`config.mk`:
```
export PLATFORM = sky130hd
export DESIGN_NAME = fir_mac_filter
export DESIGN_NICKNAME = d
export VERILOG_FILES = /design/src/rtl/fir_mac_filter.sv
export SDC_FILE = /design/constraint.sdc
export NUM_CORES = 2
export LEC_CHECK = 0
export CAP_MARGIN = 5
export CORE_MARGIN = 2
export CORE_UTILIZATION = 50
export CTS_CLUSTER_DIAMETER = 40
export DETAILED_ROUTE_END_ITERATION = 6
export PLACE_DENSITY = 0.64
export SYNTH_ARGS = -nofsm -noshare
export SYNTH_HDL_FRONTEND = slang
export SYNTH_SLANG_ARGS = --single-unit
```
`constraint.sdc`:
```
create_clock -name clk -period 98.6 [get_ports clk]
set_clock_uncertainty 0.1 [all_clocks]
set_input_delay 24.65 -clock clk [delete_from_list [all_inputs] [get_ports clk]]
set_output_delay 24.65 -clock clk [all_outputs]
set_load 0.01 [all_outputs]
```
`src/rtl/fir_mac_filter.sv`:
```
// fir_mac_filter: time-multiplexed FIR filter with one signed multiplier shared across all taps and channels.
// Define FIR_SATURATE_EN to clamp the output to the DATA_W signed range; otherwise the result wraps.
module fir_mac_filter #(
  parameter int DATA_W   = 16,
  parameter int COEF_W   = 8,
  parameter int TAPS     = 57,
  parameter int CHANNELS = 2,
  parameter int SHIFT    = 8,
  localparam int CH_W    = (CHANNELS > 1) ? $clog2(CHANNELS) : 1,
  localparam int ADDR_W  = $clog2(TAPS)
) (
  input  logic                     clk,
  input  logic                     rst,
  input  logic                     in_valid,
  output logic                     in_ready,
  input  logic [CH_W-1:0]          in_channel,
  input  logic signed [DATA_W-1:0] in_sample,
  output logic                     out_valid,
  output logic [CH_W-1:0]          out_channel,
  output logic signed [DATA_W-1:0] out_sample,
  input  logic                     coef_we,
  input  logic [ADDR_W-1:0]        coef_addr,
  input  logic signed [COEF_W-1:0] coef_data,
  output logic                     coef_err
);

  localparam int PROD_W = DATA_W + COEF_W;
  localparam int ACC_W  = DATA_W + COEF_W + ADDR_W;
  localparam logic [ADDR_W-1:0] LAST_TAP = ADDR_W'(TAPS - 1);
  localparam logic [ADDR_W-1:0] ONE_TAP  = ADDR_W'(1);

  typedef enum logic [1:0] {
    S_IDLE,
    S_MAC,
    S_OUT
  } state_t;

  state_t                    r_state;
  logic signed [DATA_W-1:0]  r_hist [CHANNELS][TAPS];
  logic [ADDR_W-1:0]         r_wrPtr [CHANNELS];
  logic signed [COEF_W-1:0]  r_coef [TAPS];
  logic signed [ACC_W-1:0]   r_acc;
  logic [CH_W-1:0]           r_chan;
  logic [ADDR_W-1:0]         r_tap;
  logic [ADDR_W-1:0]         r_rdIdx;
  logic                      r_inReady;
  logic                      r_outValid;
  logic [CH_W-1:0]           r_outChannel;
  logic signed [DATA_W-1:0]  r_outSample;
  logic                      r_coefErr;

  logic                      w_chanOk;
  logic                      w_addrOk;
  logic                      w_accept;
  logic                      w_coefWrite;
  logic signed [DATA_W-1:0]  w_histVal;
  logic signed [COEF_W-1:0]  w_coefVal;
  logic signed [PROD_W-1:0]  w_histExt;
  logic signed [PROD_W-1:0]  w_coefExt;
  logic signed [PROD_W-1:0]  w_prod;
  logic signed [ACC_W-1:0]   w_accNext;
  logic signed [DATA_W-1:0]  w_result;

  assign w_chanOk    = ({1'b0, in_channel} < (CH_W + 1)'(CHANNELS));
  assign w_addrOk    = ({1'b0, coef_addr} < (ADDR_W + 1)'(TAPS));
  assign w_accept    = (r_state == S_IDLE) && in_valid && w_chanOk;
  assign w_coefWrite = (r_state == S_IDLE) && coef_we && w_addrOk;

  // One product per MAC cycle: tap r_tap against the sample r_tap steps back from the newest.
  assign w_histVal = r_hist[r_chan][r_rdIdx];
  assign w_coefVal = r_coef[r_tap];
  assign w_histExt = {{COEF_W{w_histVal[DATA_W-1]}}, w_histVal};
  assign w_coefExt = {{DATA_W{w_coefVal[COEF_W-1]}}, w_coefVal};
  assign w_prod    = w_histExt * w_coefExt;
  assign w_accNext = r_acc + {{ADDR_W{w_prod[PROD_W-1]}}, w_prod};

`ifdef FIR_SATURATE_EN
  localparam logic signed [ACC_W-1:0] MAX_OUT = {{(ACC_W - DATA_W + 1){1'b0}}, {(DATA_W - 1){1'b1}}};
  localparam logic signed [ACC_W-1:0] MIN_OUT = {{(ACC_W - DATA_W + 1){1'b1}}, {(DATA_W - 1){1'b0}}};

  logic signed [ACC_W-1:0] w_shifted;

  assign w_shifted = w_accNext >>> SHIFT;

  always_comb begin
    w_result = w_shifted[DATA_W-1:0];
    if (w_shifted > MAX_OUT) begin
      w_result = MAX_OUT[DATA_W-1:0];
    end else if (w_shifted < MIN_OUT) begin
      w_result = MIN_OUT[DATA_W-1:0];
    end
  end
`else
  // Low DATA_W bits of acc >>> SHIFT; sign bits above are dropped and the value wraps.
  assign w_result = w_accNext[SHIFT +: DATA_W];
`endif

  always_ff @(posedge clk or posedge rst) begin
    if (rst) begin
      r_state      <= S_IDLE;
      r_inReady    <= 1'b1;
      r_outValid   <= 1'b0;
      r_outChannel <= '0;
      r_outSample  <= '0;
      r_coefErr    <= 1'b0;
      r_acc        <= '0;
      r_chan       <= '0;
      r_tap        <= '0;
      r_rdIdx      <= '0;
      for (int c = 0; c < CHANNELS; c++) begin
        r_wrPtr[c] <= '0;
        for (int k = 0; k < TAPS; k++) begin
          r_hist[c][k] <= '0;
        end
      end
      for (int k = 0; k < TAPS; k++) begin
        r_coef[k] <= '0;
      end
    end else begin
      r_outValid <= 1'b0;
      r_coefErr  <= coef_we && !w_coefWrite;
      if (w_coefWrite) begin
        r_coef[coef_addr] <= coef_data;
      end
      case (r_state)
        S_IDLE: begin
          if (w_accept) begin
            r_hist[in_channel][r_wrPtr[in_channel]] <= in_sample;
            r_chan    <= in_channel;
            r_rdIdx   <= r_wrPtr[in_channel];
            r_tap     <= '0;
            r_acc     <= '0;
            r_inReady <= 1'b0;
            r_state   <= S_MAC;
          end
        end
        S_MAC: begin
          r_acc   <= w_accNext;
          r_tap   <= r_tap + ONE_TAP;
          r_rdIdx <= (r_rdIdx == '0) ? LAST_TAP : r_rdIdx - ONE_TAP;
          // The final product is folded in here so out_valid lands in the OUT cycle.
          if (r_tap == LAST_TAP) begin
            r_outSample     <= w_result;
            r_outChannel    <= r_chan;
            r_outValid      <= 1'b1;
            r_wrPtr[r_chan] <= (r_wrPtr[r_chan] == LAST_TAP) ? '0 : r_wrPtr[r_chan] + ONE_TAP;
            r_state         <= S_OUT;
          end
        end
        S_OUT: begin
          r_inReady <= 1'b1;
          r_state   <= S_IDLE;
        end
        default: begin
          r_inReady <= 1'b1;
          r_state   <= S_IDLE;
        end
      endcase
    end
  end

  assign in_ready    = r_inReady;
  assign out_valid   = r_outValid;
  assign out_channel = r_outChannel;
  assign out_sample  = r_outSample;
  assign coef_err    = r_coefErr;

endmodule

```
==> qor.csv <==
metric;value;unit
numCtsBuffers;377;
cp-start-kind;input port;
drt_pre_antenna_iters;6;
rr_worst_depth;37;
postCtsSetupRepairBufs;0;
synth_top_family_by_area;multiplexers;
drt_iter0_markers;5173;
multiInputGateArea;50900;µm²
portBuffers;54;
antenna_found_initial;6;
initial_core_util;50.4;%
synth-main-ff-cell;dfrtp_1;
grt_max_degree;147;
cts_hold_buf;0;
dpl-instance-area;116000;µm²
cts_root_buf;clkbuf_16;
cts_num_sinks;2351;
max_cap_viol_count;0;
report.final.slew_viol_count;0;
clk_pin_slew;0.05;ns
core-area;225000;µm²
setup_viol;0;
overflow;0;
synthCells;7815;
crit_arrival;30.71;ns
dp.cells;10400;
pwr_density_cell;18.2;nW/µm²
period_minus_slack;29.90;ns
synth-seq-cells;2351;
p_total;2.35;mW
cts.path.max_buffers;4;
rows;174;
cts_tree;yes;
ys_warn_count;0;
io_pins;55;
drive_gt1_share;44.5;%
ys_types;85;
die_h;480;µm
synth-compound-area-share;3.77;%
hold_viol;0;
fin_area;129000;µm²
grt_pass1_wl;470000;µm
dpl.hpwl;187000;µm
fin_crit_sh;30.3;%
wl_per_cell;27.7;µm
die_area;231000;µm²
die_w;480;µm
rsz0062_at_grt;false;
crit_fanout;131;
grtUsageTotal;27.0;%
syn_nets;8032;
wirelength;307000;µm
gp_congestion;0.848;
drc;0;
yosys.area.top_type;dfrtp_1;
worst_slack;68.70;ns
synthAdderAreaFrac;2.70;%
path_class;in2async;
avgSynthCellArea;14.5;µm²
tns;0;ns
slew_headroom;9.06;%
drt-vias-per-instance;6.14;
ant_nets;0;
yosys.area_share.simple;3.00;%
hold_depth;2;
num_vias;68100;
worst_pin_slew;1.36;ns
async_reset_ff_share;100;%
synth.cell_area;113000;µm²
status;complete, no violations;
max_freq;33.4;MHz
ys_top_cells_by_area;dfrtp_1 (52%), mux2_2 (22%), mux4_2 (9.1%), mux2i_1 (3.0%), fa_1 (1.8%);
synth_top_area_share;51.9;%
hold_class;reg2reg;
synth_mux_area_share;35.0;%
syn_to_final_growth;13.7;%
p_leak;61.3;nW
regArea;58900;µm²
synth.yosys.seq_area_share;51.9;%
fillers;17700;
clk_latency;0.94;ns
required;99.41;ns
pre_cts_ws;67.49;ns
fin_cells;11100;
h-tree-depth;5;
irDropWorstVdd;0.0000159;V
synth_edf_count;0;
synth-xor-area-share;0.309;%
grt_pass1_vias;72600;
endpoint_kind;async pin;
cts_resized;0;
final_nets;8002;
==> cell families (layout without fill, tap and decap cells) <==
kind of cell | Yosys count | count (layout)
other | 0 | 1
and+or+nand+nor | 722 | 722
adders and majority gates | 182 | 182
xor gates and xnor gates | 40 | 40
DFF | 2351 | 2351
AOI/OAI and AO/OA | 613 | 613
muxes | 3105 | 3105
buffers and inverters | 802 | 1076
==> power by group <==
| part | switching (mW) | internal, mW |
|---|---|---|
| Sequential | 0.00000470 | 0.966 |
| Combinational | 0.0369 | 0.00321 |
| Clock | 0.484 | 0.861 |
| Total | 0.520 | 1.83 |
==> cells in the final DEF (no fill, tap or decap), types with 41 or more instances in the layout <==
cell / instances
bufinv_16: 47
nor3_1: 55
mux2_2: 2193
nor2_1: 127
mux2_1: 112
o22ai_1: 66
clkbuf_16: 383
buf_4: 183
fa_1: 104
o221ai_1: 133
mux2i_1: 341
and2_1: 52
a21oi_1: 127
mux4_2: 459
nand2_1: 270
clkbuf_1: 41
clkinv_2: 55
nor2_2: 42
dfrtp_1: 2339
clkinvlp_4: 54
inv_1: 160
o21ai_0: 82
nor2b_1: 52
ha_1: 78
==> Yosys cell counts (78+ instances only) <==
cell type  number
dfrtp_1      2350
mux2_2       2193
nand2_1       270
nor2_1        159
mux2_1        112
o221ai_1      133
a21oi_1       127
o21ai_0        82
fa_1          104
mux4_2        459
clkbuf_1      376
ha_1           78
mux2i_1       341
buf_2         138
inv_1         163
==> path summary, 6_finish.rpt <==
kind | from | end | slack (ns)
worst max register to register | r_chan$_DFFE_PP0P_ | out_sample[14]$_DFFE_PP0P_ | 86.94
max in group clk | in_channel | r_hist[771]$_DFFE_PP0P_ | 70.26
min in group asynchronous | rst | r_coef[91]$_DFFE_PP0P_ | 24.15
worst min-delay path | out_channel$_DFFE_PP0P_ | out_channel$_DFFE_PP0P_ | 0.38
worst min register to register | out_channel$_DFFE_PP0P_ | out_channel$_DFFE_PP0P_ | 0.38
worst max-delay path | rst | r_hist[1626]$_DFFE_PP0P_ | 68.70
==> stage by stage <==
step | hold WS (ns) | util, %
after floorplan | 0.345 | -
after global routing | 0.391 | 57.3
after global placement | 0.362 | 51.5
after detailed placement | 0.367 | 51.5
final | 0.377 | 57.3
after CTS | 0.379 | 57.3
==> layer usage <==
metal  wire length [µm]  GRT usage (%)
met4              12100           10.3
met5                 31              0
met3              15500           4.33
met2             148000           43.7
met1             132000           36.7
==> state kept, by name, summed over array words and instances, names as in the netlist <==
signal       flops
r_hist        1824
r_coef         456
r_acc           24
out_sample      16
r_wrPtr         12
r_rdIdx          6
r_tap            6
r_state          2
coef_err         1
in_ready         1
out_channel      1
out_valid        1
r_chan           1
==> layout make-up <==
class | instances | share of cell area [%]
diodes | 1 | 0.00194
inverters | 166 | 0.492
clock inverters | 230 | 2.18
multi-input cells | 4662 | 39.5
clock buffers | 453 | 7.86
well taps | 2992 | 2.90
flip-flops and latches | 2351 | 45.7
repair buffers | 227 | 1.42
==> critical path, stage by stage <==
cell	delay, ns
clkdlybuf4s50_1	0.50
inv_8	0.58
buf_4	0.80
buf_4	0.77
buf_4	0.79
buf_4	0.83
buf_4	0.66
buf_4	0.82
(Power assumes the default switching activity.)
